$ cat config.mk
export PLATFORM = sky130hd
export DESIGN_NAME = seq_signed_divider
export DESIGN_NICKNAME = d
export VERILOG_FILES = /design/src/rtl/arith_pkg.sv /design/src/rtl/seq_signed_divider_step.sv /design/src/rtl/seq_signed_divider.sv
export SDC_FILE = /design/constraint.sdc
export NUM_CORES = 1
export LEC_CHECK = 0
export CAP_MARGIN = 20
export CORE_ASPECT_RATIO = 1.75
export CORE_MARGIN = 8
export CORE_UTILIZATION = 52
export CTS_CLUSTER_SIZE = 10
export DETAILED_ROUTE_END_ITERATION = 12
export PLACE_DENSITY_LB_ADDON = 0.05
export REMOVE_ABC_BUFFERS = 1
export SLEW_MARGIN = 20
export SYNTH_ARGS = -nofsm -noshare
export SYNTH_HDL_FRONTEND = slang
export SYNTH_SLANG_ARGS = --single-unit
$ cat constraint.sdc
create_clock -name clk -period 3.2 [get_ports clk]
set_input_delay 0.32 -clock clk [delete_from_list [all_inputs] [get_ports clk]]
set_output_delay 0.32 -clock clk [all_outputs]
set_load 0.005 [all_outputs]
$ cat src/rtl/arith_pkg.sv
// Shared arithmetic datapath definitions: default width, divider FSM states,
// and a conditional two's-complement negate helper.
package arith_pkg;

  localparam int unsigned WIDTH_DEF = 32;
  localparam int unsigned NEG_W     = 64;

  typedef enum logic [1:0] {
    IDLE = 2'd0,
    CALC = 2'd1,
    FIX  = 2'd2
  } div_state_t;

  // Operates on a wide container; callers cast the result down to their own width,
  // which is exact because low bits of a negation depend only on low bits.
  function automatic logic [NEG_W-1:0] cond_negate(input logic [NEG_W-1:0] v,
                                                   input logic             neg);
    return neg ? (~v + NEG_W'(1)) : v;
  endfunction

endpackage

$ cat src/rtl/seq_signed_divider_step.sv
// One radix-2 restoring division step on unsigned magnitudes.
module div_restoring_step #(
  parameter int unsigned WIDTH = 32
) (
  input  logic [WIDTH-1:0] rem,
  input  logic             dvd_msb,
  input  logic [WIDTH-1:0] dvs,
  output logic [WIDTH-1:0] rem_next,
  output logic             q_bit
);

  logic [WIDTH:0] shifted;
  logic [WIDTH:0] trial;

  // rem < dvs always holds, so the shifted value never reaches 2^WIDTH and the
  // borrow out of bit WIDTH is exactly the sign of the trial subtraction.
  always_comb begin
    shifted  = {rem, dvd_msb};
    trial    = shifted - {1'b0, dvs};
    q_bit    = ~trial[WIDTH];
    rem_next = q_bit ? trial[WIDTH-1:0] : shifted[WIDTH-1:0];
  end

endmodule

$ cat src/rtl/seq_signed_divider.sv
// Sequential truncating signed divider: restoring iteration on magnitudes,
// one quotient bit per enabled cycle, then a sign-fix cycle. start/done handshake.
module seq_signed_divider
  import arith_pkg::*;
#(
  parameter int unsigned WIDTH = WIDTH_DEF,
  parameter int unsigned CNT_W = 6
) (
  input  logic             clk,
  input  logic             reset,
  input  logic             en,
  input  logic             start,
  input  logic [WIDTH-1:0] dividend,
  input  logic [WIDTH-1:0] divisor,
  output logic             busy,
  output logic             done,
  output logic [WIDTH-1:0] quotient,
  output logic [WIDTH-1:0] remainder,
  output logic             div_by_zero
);

  div_state_t       state, state_n;
  logic [CNT_W-1:0] cnt, cnt_n;
  logic [WIDTH-1:0] dvd, dvd_n;
  logic [WIDTH-1:0] dvs, dvs_n;
  logic [WIDTH-1:0] rem, rem_n;
  logic [WIDTH-1:0] q, q_n;
  logic             sign_q, sign_q_n;
  logic             sign_r, sign_r_n;
  logic             dbz, dbz_n;
  logic             busy_n, done_n, div_by_zero_n;
  logic [WIDTH-1:0] quotient_n, remainder_n;

  logic [WIDTH-1:0] step_rem;
  logic             step_qbit;
  logic [WIDTH-1:0] abs_dividend, abs_divisor;

  div_restoring_step #(.WIDTH(WIDTH)) u_step (
    .rem      (rem),
    .dvd_msb  (dvd[WIDTH-1]),
    .dvs      (dvs),
    .rem_next (step_rem),
    .q_bit    (step_qbit)
  );

  assign abs_dividend = WIDTH'(cond_negate(NEG_W'(dividend), dividend[WIDTH-1]));
  assign abs_divisor  = WIDTH'(cond_negate(NEG_W'(divisor),  divisor[WIDTH-1]));

  always_ff @(posedge clk) begin
    if (reset) begin
      state       <= IDLE;
      cnt         <= '0;
      dvd         <= '0;
      dvs         <= '0;
      rem         <= '0;
      q           <= '0;
      sign_q      <= 1'b0;
      sign_r      <= 1'b0;
      dbz         <= 1'b0;
      busy        <= 1'b0;
      done        <= 1'b0;
      quotient    <= '0;
      remainder   <= '0;
      div_by_zero <= 1'b0;
    end else if (en) begin
      state       <= state_n;
      cnt         <= cnt_n;
      dvd         <= dvd_n;
      dvs         <= dvs_n;
      rem         <= rem_n;
      q           <= q_n;
      sign_q      <= sign_q_n;
      sign_r      <= sign_r_n;
      dbz         <= dbz_n;
      busy        <= busy_n;
      done        <= done_n;
      quotient    <= quotient_n;
      remainder   <= remainder_n;
      div_by_zero <= div_by_zero_n;
    end
  end

  always_comb begin
    state_n       = state;
    cnt_n         = cnt;
    dvd_n         = dvd;
    dvs_n         = dvs;
    rem_n         = rem;
    q_n           = q;
    sign_q_n      = sign_q;
    sign_r_n      = sign_r;
    dbz_n         = dbz;
    busy_n        = busy;
    done_n        = done;
    quotient_n    = quotient;
    remainder_n   = remainder;
    div_by_zero_n = div_by_zero;

    case (state)
      IDLE: begin
        done_n = 1'b0;
        if (start) begin
          sign_q_n = dividend[WIDTH-1] ^ divisor[WIDTH-1];
          sign_r_n = dividend[WIDTH-1];
          dvd_n    = abs_dividend;
          dvs_n    = abs_divisor;
          rem_n    = '0;
          q_n      = '0;
          cnt_n    = CNT_W'(WIDTH);
          busy_n   = 1'b1;
          dbz_n    = (divisor == '0);
          state_n  = (divisor == '0) ? FIX : CALC;
        end
      end

      CALC: begin
        rem_n = step_rem;
        q_n   = {q[WIDTH-2:0], step_qbit};
        dvd_n = {dvd[WIDTH-2:0], 1'b0};
        cnt_n = cnt - CNT_W'(1);
        if (cnt == CNT_W'(1)) state_n = FIX;
      end

      FIX: begin
        // On divide-by-zero dvd was never shifted, so re-signing it restores the dividend.
        quotient_n    = dbz ? '1 : WIDTH'(cond_negate(NEG_W'(q), sign_q));
        remainder_n   = dbz ? WIDTH'(cond_negate(NEG_W'(dvd), sign_r))
                            : WIDTH'(cond_negate(NEG_W'(rem), sign_r));
        done_n        = 1'b1;
        busy_n        = 1'b0;
        div_by_zero_n = dbz;
        state_n       = IDLE;
      end

      default: state_n = IDLE;
    endcase
  end

endmodule

==> impl_metrics.ini, run 1 <==
[outcome]
status = finished clean

[finish]
regArea_um2 = 4129
finish.instance_area_um2 = 16010
fill_cells = 2117
antenna_cells = 0
areaGrowthSynthToFinish_pct = 26.29
final_core_util_pct = 66.89
drive_gt1_share_pct = 12.35
nets = 1929
multiInputGateArea_um2 = 7946
final_cells = 2130

[global_route]
grt.overflow.total = 0
grt_usage_pct = 24.15
grt_pass1_wl_um = 59820
antenna_found_initial = 0
first_global_vias = 12140
grt_max_degree = 164

[clocking]
clock-sinks = 206
cts_tree = done
clock_latency_ns = 0.53
htreeDepth = 1
cts_made_buffers = 24
clk_pin_slew_ns = 0.06
root_buffer = clkbuf_16
cts_hold_buffers = 0
clock_path_buffers = 3

[place]
gp_congestion = 0.8791
dp_cells = 2092
place_area_um2 = 15060
io_buffers = 134
post-place-ws_ns = -0.8898
dp_hpwl_um = 27050

[job]
drv_cap = 0

[critical_path]
path_cells = clkdlybuf4s50_1 > or3_1 > or4_1 > or4_4 > or2_2 > or4_1 > a221oi_4
startpoint_type = input port
path_max_fanout = 4
worst-path-buf-inv = 1
path_class = input port to flip-flop
critPathRequiredTime_ns = 3.59
endpoint_kind = flip-flop
critical_path.top_delay_family = simple AND/OR/NAND/NOR gates
cp-startpoint = dividend[8]
reg2reg_depth = 15
r2r-start = dvd[31]
cp.arrival_ns = 3.54
crit_cells = 7
critical-path-max-stage-delay_ns = 0.57
crit_slowest_cell = or4_1
cpMostUsedCell = or4_1

[floorplanning]
initial_core_util_pct = 52.96
die_width_um = 134.0
coreArea_um2 = 23930
dieHeight_um = 222.5
io_pins = 135
die_area_um2 = 29820
num_rows = 75

[hold_path]
hp-start = reset
min_path_type = input port to flip-flop
hold_depth = 2

[routing]
drt-total-wl_um = 37220
drc = 0
drt_iter0_drc = 660
antenna_left = 0
drtPass1Iterations = 5
dr_total_vias = 12290
wl_per_cell_um = 17.47
vias_per_cell = 5.770

[sta]
clock_skew_ns = 0.01658
drv_slew = 0
finalHoldViolCount = 0
max_freq_ghz = 0.3171
fin_crit_sh_pct = 98.56
setup_ws_ns = 0.04624
relSlewSlack_pct = 41.76
setup_violations = 0
tightest_slew_ns = 0.8704
rsz0062_at_grt = true
fin_crit_ns = 3.154

[yosys]
synth-main-ff-cell = dfxtp_1
async_flop_share_pct = 0
yosysWarnings = 0
ys_types = 63
synth_seq_area_share_pct = 32.54
syn_area_per_cell_um2 = 7.842
syn_inst = 1616
netlist_area_um2 = 12670
synth_edf_count = 0
synth_seq_cells = 206

[power]
peakVddDrop_v = 0.0003500
cellLeakagePower_nw = 6.035
power_density_nw_per_um2 = 418.8
[layout by cell type, fill, tap and decap left out, types with 31 or more instances in the layout]
cell	Yosys	layout
xnor2_1	112	112
a211oi_1	39	39
nor3_1	51	47
nand2_1	157	157
a21oi_1	103	102
a22oi_1	34	33
clkdlybuf4s50_1	0	133
nor2_1	173	171
o21ai_0	103	99
o31ai_1	40	38
buf_4	2	138
o211ai_1	33	33
mux2i_1	31	31
ha_1	39	38
inv_1	76	75
xor2_1	59	59
dfxtp_1	206	202
[flip-flops by register name (all words and copies together) (netlist names)]
register,cells
dvd,32
div_by_zero,1
sign_r,1
remainder,32
busy,1
cnt,6
dvs,32
quotient,32
rem,32
dbz,1
sign_q,1
q,32
state,2
done,1
[cell type report]
cell class | count | area share (%)
multi-input combinational | 1228 | 49.65
timing repair buffer | 283 | 16.23
sequential | 206 | 25.80
tap | 308 | 2.408
clock buffer | 27 | 4.081
inverter | 78 | 1.837
[through the flow]
stage                     power, mW  hold WS (ns)  setup TNS [ns]
after floorplan               3.666        0.3891         -190.91
after global placement        4.218        0.4409          -14.61
after detailed placement      4.237        0.4472          -18.80
after CTS                     6.720        0.1008       -0.001803
after global routing          7.015        0.1299          -1.718
final                         6.703        0.1238               0
[where the power goes]
group / switching, mW / internal (mW) / leakage, nW / total [mW]
Combinational: 0.824 / 0.680 / 4.04 / 1.50
Sequential: 0.0903 / 2.67 / 1.67 / 2.76
Clock: 1.03 / 1.41 / 0.322 / 2.44
[metal layers]
metal  track usage, %  share of wire, %  vias to the layer above  routed length, µm
met2            45.67                53                      274              19870
met1            25.88                39                     5766              14460
met3            2.553               3.7                       71               1373
met5                0                 0                        -                  0
met4            11.32               4.1                        0               1522
li1                 -                 -                     6180                  -
[cells by family after synthesis]
group / after synthesis / synth area share [%]
AND/OR/NAND/NOR: 510 / 18.35
AO/OA/AOI/OAI: 473 / 24.55
flip-flops: 206 / 32.54
buffers and inverters: 182 / 5.884
XOR/XNOR: 172 / 11.95
adder cells (fa/ha/maj): 40 / 4.008
multiplexers: 33 / 2.715
[synth_stat cells, drive strengths merged, types with 3 or more instances]
library cell  number  area share [%]
dfxtp            206              33
nor2             173             5.1
nand2            159             4.7
xnor2            113             7.9
o21ai            105             4.1
a21oi            103             4.1
clkbuf            90             2.8
inv               76             2.3
xor2              59             4.1
nor3              51             2.0
o31ai             40             2.4
a211oi            39             2.3
ha                39             3.9
a22oi             34             2.0
o211ai            33             2.0
mux2i             31             2.4
o41ai             27             2.1
a221oi            26             1.8
o22ai             22             1.1
nand2b            21             1.0
or4               21             1.3
or3               20            0.99
nand3             17            0.67
buf               14            0.74
nor4              13            0.64
a21o              11            0.65
or2               10            0.49
nand4              8            0.39
and3               6            0.30
nor2b              6            0.30
o21a               6            0.36
a31oi              5            0.25
o21bai             5            0.30
a222oi             3            0.24
[timing repair]
item | 4_1_cts | 5_1_grt
cloned | 2 | 2
endpoints found under the hold margin | 0 | 0
buffers inserted | 3 | 4
gates resized for setup | 17 | 18
endpoints found under the setup margin | 34 | 38
pin swaps | 7 | 15
[final timing paths]
path | end | slack [ns]
setup / recovery | dvd[31] | 0.05
hold / removal | state[0] | 0.12
hold reg to reg | remainder[11] | 0.45
setup reg to reg | rem[26] | 0.06
No activity file was read; power rests on OpenSTA's default activity.
==> inputs of run 2 (changes only) <==
ABC_CLOCK_PERIOD_IN_PS = 3200   (was default)
==> results of run 2 <==
Final layout, timing and power as in run 1 (identical DEF).
